--- config.mk ---
export PLATFORM = sky130hd
export DESIGN_NAME = uart_tx_arbiter
export DESIGN_NICKNAME = d
export VERILOG_FILES = /design/src/rtl/uart_arb_pkg.sv /design/src/rtl/uart_tx_arbiter_pick.sv /design/src/rtl/uart_tx_arbiter.sv
export SDC_FILE = /design/constraint.sdc
export NUM_CORES = 1
export LEC_CHECK = 0
export ABC_AREA = 1
export CORE_MARGIN = 10
export CORE_UTILIZATION = 48
export DETAILED_ROUTE_END_ITERATION = 16
export GPL_TIMING_DRIVEN = 0
export HOLD_SLACK_MARGIN = 0.15
export PLACE_DENSITY = 0.95
export SYNTH_ARGS = -nofsm -noshare
export SYNTH_HDL_FRONTEND = slang
export SYNTH_HIERARCHICAL = 1
export SYNTH_SLANG_ARGS = --single-unit
export TNS_END_PERCENT = 20
--- constraint.sdc ---
create_clock -name clk -period 5.23 [get_ports clk]
set_input_delay 1.046 -clock clk [delete_from_list [all_inputs] [get_ports clk]]
set_output_delay 1.046 -clock clk [all_outputs]
set_load 0.02 [all_outputs]
--- src/rtl/uart_arb_pkg.sv ---
// uart_arb_pkg: shared state encoding and widths for the UART transmit arbiter
package uart_arb_pkg;
  localparam int GID_W = 3;
  localparam int BYTE_W = 8;
  typedef enum logic [1:0] {IDLE, SEND, WAIT_BUSY, WAIT_DONE} state_t;
endpackage

--- src/rtl/uart_tx_arbiter_pick.sv ---
// rr_arbiter_pick: combinational round-robin pick, searching from ptr+1 upward with wrap
module rr_arbiter_pick
  import uart_arb_pkg::*;
#(
  parameter int N = 4
) (
  input  logic [N-1:0]     eligible,
  input  logic [GID_W-1:0] ptr,
  output logic [N-1:0]     grant,
  output logic [GID_W-1:0] idx,
  output logic             any
);
  logic [GID_W-1:0] j;
  logic [N-1:0] sh;
  // walk from the farthest candidate down so the nearest eligible one wins
  always_comb begin
    idx = '0;
    j = '0;
    sh = '0;
    for (int i = N; i >= 1; i--) begin
      j = GID_W'((int'(ptr) + i) % N);
      sh = eligible >> j;
      idx = sh[0] ? j : idx;
    end
  end
  assign any = |eligible;
  assign grant = any ? N'(1) << idx : '0;
endmodule

--- src/rtl/uart_tx_arbiter.sv ---
// uart_tx_arbiter: round-robin sharing of one UART transmitter among byte producers
// Packet locking (owner keeps the transmitter until its last byte) is enabled by UART_ARB_PKT_LOCK_EN.
module uart_tx_arbiter
  import uart_arb_pkg::*;
#(
  parameter int NUM_REQ = 4,
  parameter int START_TIMEOUT = 4
) (
  input  logic                   clk,
  input  logic                   rst_n,
  input  logic [NUM_REQ-1:0]     i_req_valid,
  input  logic [8*NUM_REQ-1:0]   i_req_data,
  input  logic [NUM_REQ-1:0]     i_req_last,
  output logic [NUM_REQ-1:0]     o_req_ready,
  output logic [BYTE_W-1:0]      o_tx_data,
  output logic                   o_tx_start,
  input  logic                   i_tx_busy,
  output logic [GID_W-1:0]       o_grant_id,
  output logic                   o_grant_valid,
  output logic                   o_err
);
  localparam int CW = $clog2(START_TIMEOUT + 1);
  state_t state;
  logic [GID_W-1:0] ptr, idx;
  logic [CW-1:0] cnt;
  logic [NUM_REQ-1:0] eligible, grant;
  logic any, accept;
  logic [BYTE_W-1:0] win_data;
`ifdef UART_ARB_PKT_LOCK_EN
  logic lock;
  logic [NUM_REQ-1:0] last_sh;
  assign last_sh = i_req_last >> idx;
  assign eligible = lock ? i_req_valid & (NUM_REQ'(1) << o_grant_id) : i_req_valid;
`else
  logic unused_last;
  assign unused_last = ^i_req_last;
  assign eligible = i_req_valid;
`endif
  rr_arbiter_pick #(.N(NUM_REQ)) pick (
    .eligible(eligible),
    .ptr(ptr),
    .grant(grant),
    .idx(idx),
    .any(any)
  );
  assign accept = rst_n && state == IDLE && !i_tx_busy && any;
  assign o_req_ready = accept ? grant : '0;
  assign win_data = BYTE_W'(i_req_data >> {idx, 3'b000});
  always_ff @(posedge clk or negedge rst_n)
    if (!rst_n) begin
      state <= IDLE;
      o_tx_data <= '0;
      o_tx_start <= 1'b0;
      o_grant_id <= '0;
      o_grant_valid <= 1'b0;
      o_err <= 1'b0;
      ptr <= GID_W'(NUM_REQ - 1);
      cnt <= '0;
`ifdef UART_ARB_PKT_LOCK_EN
      lock <= 1'b0;
`endif
    end else begin
      o_tx_start <= 1'b0;
      o_err <= 1'b0;
      case (state)
        IDLE: if (accept) begin
          o_tx_data <= win_data;
          o_tx_start <= 1'b1;
          o_grant_id <= idx;
          o_grant_valid <= 1'b1;
          ptr <= idx;
          state <= SEND;
`ifdef UART_ARB_PKT_LOCK_EN
          lock <= !last_sh[0];
`endif
        end
        SEND: begin
          cnt <= '0;
          state <= WAIT_BUSY;
        end
        WAIT_BUSY: if (i_tx_busy) state <= WAIT_DONE;
        else if (cnt == CW'(START_TIMEOUT - 1)) begin
          o_err <= 1'b1;
          o_grant_valid <= 1'b0;
          state <= IDLE;
`ifdef UART_ARB_PKT_LOCK_EN
          lock <= 1'b0;
`endif
        end else cnt <= cnt + 1'b1;
        WAIT_DONE: if (!i_tx_busy) begin
          o_grant_valid <= 1'b0;
          state <= IDLE;
        end
        default: state <= IDLE;
      endcase
    end
endmodule

### Word level (Yosys, flattened, before mapping)

Cells that the tools add are included.

| storage, ports and cells | value |
|---|---|
| register bits | 21 |
| output and inout port bits | 18 |

| cells by class | value |
|---|---|
| add/sub/neg operators | 5 |
| equal/unequal tests | 10 |
| shift operators | 6 |
| muxes and demuxes | 24 |
| bitwise logic cells | 4 |
| reduce and logical (&&, ||, !) cells | 16 |

Operator list:

| kind | count |
|---|---|
| $shr A32 B6 Y8 | 1 |
| $mux W3 | 6 |
| $shr A4 B3 Y1 | 4 |
| $ne A2 B2 Y1 const B | 5 |
| $mux W1 | 9 |
| $mux W2 | 4 |
| $mux W4 | 2 |
| $pmux W2 S4 | 1 |
| $reduce_or A2 Y1 | 4 |
| $pmux W3 S2 | 1 |
| $reduce_and A3 Y1 | 2 |
| $reduce_and A5 Y1 | 1 |
| $add A2 B1 Y2 const B | 2 |
| $add A2 B2 Y2 const B | 2 |
| $and A1 B1 Y1 const A | 4 |
| $eq A2 B2 Y1 const B | 2 |
| $reduce_or A4 Y1 | 1 |
| $shl A1 B3 Y4 const A | 1 |
| $add A3 B1 Y3 const B | 1 |
| $eq A3 B2 Y1 const B | 1 |
| $logic_and A1 B1 Y1 | 3 |
| $ne A3 B3 Y1 const B | 1 |
| $pmux W1 S3 | 1 |
| $reduce_bool A3 Y1 | 1 |
| 5 further kinds | 5 |

### Depth between registers and ports, before layout

| depth | value |
|---|---|
| word-level depth | 11 |
| mapped depth | 16 |
| gate-level depth less buffers | 16 |

### Cells and area by module

The synthesis kept the hierarchy.

Modules (own cells, without submodules):

| module | times used | cells each | area each (um^2) | sequential area each (um^2) |
|---|---|---|---|---|
| uart_tx_arbiter | 1 | 194 | 1351.3 | 528.0 |
| rr_arbiter_pick | 1 | 62 | 282.8 | 0.0 |

### Worst setup path after synthesis

Ideal clock, no wire load.

| path | value |
|---|---|
| kind | input to output |
| start point | input i_req_valid[3] |
| end point | output o_req_ready[3] |
| data arrival time | 2086 ps |
| data required time | 4184 ps |
| slack | 2098 ps |
| stages | 13 |
| cells stage by stage | inv_1 -> nand2_1 -> nand3_1 -> nand2_1 -> inv_1 -> nand2_1 -> nand2_1 -> nand2_2 -> nand2_4 -> inv_2 -> nor2_2 -> inv_1 -> nor2_1 |

| on the way | value |
|---|---|
| longest elaborated chain between the ends | 8 |

RTL lines:

| element | line | text |
|---|---|---|
| start: declaration | uart_tx_arbiter.sv:11 | `input logic [NUM_REQ-1:0] i_req_valid,` |
| $shr A4 B3 Y1 | uart_tx_arbiter_pick.sv:22 | `sh = eligible >> j;` |
| $mux W3 (3 in a row) | uart_tx_arbiter_pick.sv:23 | `idx = sh[0] ? j : idx;` |
| $mux W3 * | uart_tx_arbiter_pick.sv:23 |  |
| named net idx[0] | uart_tx_arbiter.sv:24 | `logic [GID_W-1:0] ptr, idx;` |
| $shl A1 B3 Y4 * | uart_tx_arbiter_pick.sv:27 | `assign grant = any ? N'(1) << idx : '0;` |
| $mux W4 * | uart_tx_arbiter_pick.sv:27 |  |
| named net grant[3] | uart_tx_arbiter.sv:26 | `logic [NUM_REQ-1:0] eligible, grant;` |
| $mux W4 * | uart_tx_arbiter.sv:47 | `assign o_req_ready = accept ? grant : '0;` |
| end: declaration | uart_tx_arbiter.sv:14 | `output logic [NUM_REQ-1:0] o_req_ready,` |

The timed path passes the listed nets; every way through them passes the cells marked *.

### Worst setup path after layout

| path | value |
|---|---|
| start point | input rst_n |
| end point | output o_req_ready[1] |

| on the way | value |
|---|---|
| longest elaborated chain between the ends | 4 |

RTL lines:

| element | line | text |
|---|---|---|
| start: declaration | uart_tx_arbiter.sv:10 | `input logic rst_n,` |
| $logic_and A1 B1 Y1 (3 in a row) | uart_tx_arbiter.sv:46 | `assign accept = rst_n && state == IDLE && !i_tx_busy && any;` |
| $mux W4 | uart_tx_arbiter.sv:47 |  |

No other way between the ends.

==> impl_metrics.py <==
metrics = {
    "status": {
        "status": "finished, final reports clean",
    },
    "critical_path": {
        "slowest_delay_ps": 1130,
        "crit_path_start": "rst_n",
        "arrival_ps": 3390,
        "critPathMaxFanout": 23,
        "setup.worst_path.start_class": "input port",
        "rr_endpoint": "o_tx_data[7]",
        "critPathSlowestCell": "clkdlybuf4s50_1",
        "reg2reg_from": "ptr[0]",
        "rr_worst_depth": 15,
        "worstPathCellList": "clkdlybuf4s50_1 > nand4_4 > buf_4 > nor2_1 > clkdlybuf4s50_1",
        "crit_type": "input port to primary output",
        "r2r_setup_slack_ps": 3170,
        "required_ps": 4180,
        "crit_path_frequent_cell": "clkdlybuf4s50_1",
        "end_kind": "primary output",
        "endpoint": "o_req_ready[1]",
    },
    "logic_synthesis": {
        "yosysTopAreaCellShare_pct": 29.10,
        "synth-main-ff-cell": "dfrtp_1",
        "netlist-cell-type-count": 25,
        "synth_edf_count": 0,
        "synth-seq-area-share_pct": 32.31,
        "yosys-top-cells-area": "dfrtp_1 29%, nand2_1 28%, nand3_1 6.4%",
        "async_reset_ff_share_pct": 100.0,
        "synth_warnings": 6,
        "synth_common_cells": "120 x nand2_1, 23 x inv_1, 21 x nand3_1, 19 x dfrtp_1, 15 x nor2_1",
        "synth_area_mm2": 0.001634,
        "synthCells": 256,
        "syn_avg_cell_area_um2": 6.383,
        "synth_fp_nets": 305,
        "synth_top_area_cell": "dfrtp_1",
        "ys_ff_latch": 21,
        "synthMostInstantiatedCell": "nand2_1",
    },
    "floorplanning": {
        "die_h_um": 78.35,
        "fp.dieArea_mm2": 0.006138,
        "initial_core_util_pct": 49.36,
        "rows": 21,
        "coreArea_mm2": 0.003311,
        "die_w_um": 78.35,
        "io_pins": 61,
    },
    "sta": {
        "tightest_slew_ps": 995.6,
        "whs_ps": 482.5,
        "hold_viol": 0,
        "relSlewSlack_pct": 33.42,
        "drv_slew": 0,
        "fmax_mhz": 225.2,
        "timing.final.ws_setup_ps": 790.4,
        "period_minus_slack_ps": 4440,
        "period_share_pct": 84.89,
        "setup_tns_ps": 0,
        "rsz0062_at_grt": "no",
        "setup_viol": 0,
        "clock-skew-final_ps": 2.845,
    },
    "global_route": {
        "grt_start_max_net_pins": 24,
        "grt.total_usage_pct": 14.27,
        "grt_pass1_wl_um": 7307,
        "grt_pass1_vias": 1695,
        "grt_overflow": 0,
        "grt_antenna_before_repair": 0,
    },
    "cts": {
        "cts_sinks": 21,
        "holdBufCountCts": 0,
        "ctsLongestPathBuffers": 2,
        "cts_buffers": 3,
        "postCtsResizedCells": 0,
        "postCtsSetupRepairBufs": 0,
        "h-tree-depth": 1,
        "path_clk_slew_ps": 110,
        "root_buffer": "clkbuf_4",
        "cts_tree": "yes",
        "clock_latency_ps": 320,
    },
    "worst_hold_path": {
        "hp-class": "register to register",
    },
    "power": {
        "p_sw_share_pct": 51.06,
        "vdd_drop_max_mv": 0.4594,
        "p_int_uw": 650.4,
        "power_per_cell_area_mw_per_mm2": 583.0,
        "clkPwrFrac_pct": 6.1,
        "p_sw_uw": 678.6,
        "p_leak_uw": 0.001206,
        "power_frac_seq_pct": 20.9,
        "combPwrFrac_pct": 73.1,
    },
    "placement": {
        "hpwl_um": 3573,
        "dp_slack_ps": 712.4,
        "placed_area_mm2": 0.002252,
        "io_buffers": 56,
        "gp_congestion": 0.8603,
    },
    "drt": {
        "totalWireLength_um": 4268,
        "wl_per_cell_um": 11.79,
        "drtPass1Iterations": 4,
        "postRouteAntennaNets": 0,
        "via_per_inst": 4.735,
        "drt_iter0_drc": 71,
        "vias": 1714,
        "drc": 0,
    },
    "layout": {
        "num-nets-final": 366,
        "layout-drive-gt1-share_pct": 11.39,
        "fill_cells": 279,
        "antenna_cells": 0,
        "design_area_mm2": 0.002280,
        "synthToLayoutAreaGrowth_pct": 39.51,
    },
    "flow_run": {
        "drv_cap": 0,
    },
}
[power by group through the flow]
stage          clock network [uW]  logic, uW  registers, uW
2_1_floorplan                   0        661            317
3_3_place_gp                    0        939            277
3_5_place_dp                    0        972            280
4_1_cts                      82.1        977            278
5_1_grt                      88.6       1100            285
6_report                     80.6        971            278
[cell families after synthesis]
logic type	Yosys count	synth area share, %
AND/OR/NAND/NOR	178	47.40
buffers and inverters	38	10.95
flip-flops	21	32.31
AO/OA/AOI/OAI	12	4.517
adder cells (fa/ha/maj)	6	4.594
other	1	0.2295
[area by class of cell]
type	instances	area [um^2]	share of cell area, %
buffer	7	60.06	2.634
clock buffer	3	22.52	0.9879
clock inverter	1	5.005	0.2195
inverter	31	118.9	5.214
multi-input combinational	197	927.1	40.67
sequential	21	528.0	23.16
tap	46	57.56	2.525
timing repair buffer	56	560.5	24.59
[per-layer routing]
metal	GRT usage [%]	vias to the layer above	share of wire (%)
li1	-	897	-
met1	14.83	744	42
met2	25.33	64	48
met3	6.264	9	8.9
met4	4.301	0	1.4
met5	0	-	0
[sequential cells by signal, indices dropped and copies added, names as in the netlist]
| signal | count |
|---|---|
| cnt | 3 |
| o_grant_id | 2 |
| state | 2 |
| o_grant_valid | 1 |
| o_tx_start | 1 |
| o_tx_data | 8 |
| ptr | 3 |
| o_err | 1 |
[layout by cell type, fill, tap and decap left out, drive strengths merged]
cell,count
nand2,129
clkdlybuf4s50,56
inv,31
nand3,21
dfrtp,19
nor2,18
or2,8
o21ai,8
buf,7
ha,6
clkbuf,3
dfstp,2
nand4,2
a21boi,1
o21bai,1
o22ai,1
a21oi,1
clkinv,1
conb,1
[stage by stage]
step / utilization [%] / power [uW] / instances
CTS: 68.86 / 1337 / 362
floorplan: - / 978.4 / 256
detailed placement: 68.03 / 1251 / 358
global route: 68.86 / 1476 / 362
global placement: 68.03 / 1216 / 358
finish: 68.86 / 1329 / 362
[how the worst min path moves through the flow]
stage	from	to	slack (ps)	depth (start not counted)
finish	cnt[0]	cnt[0]	480	1
global route	cnt[0]	cnt[0]	520	1
CTS	cnt[0]	cnt[0]	490	1
detailed placement	o_tx_data[3]	o_tx_data[3]	470	2
global placement	cnt[0]	cnt[0]	460	1
floorplan	cnt[0]	cnt[0]	450	1
[worst max-delay path, delay by kind of cell]
family	cells	cell delay, ps
buf+inv	3	2000
simple gates	2	350
Note: power is estimated with default switching activity, not from simulation.
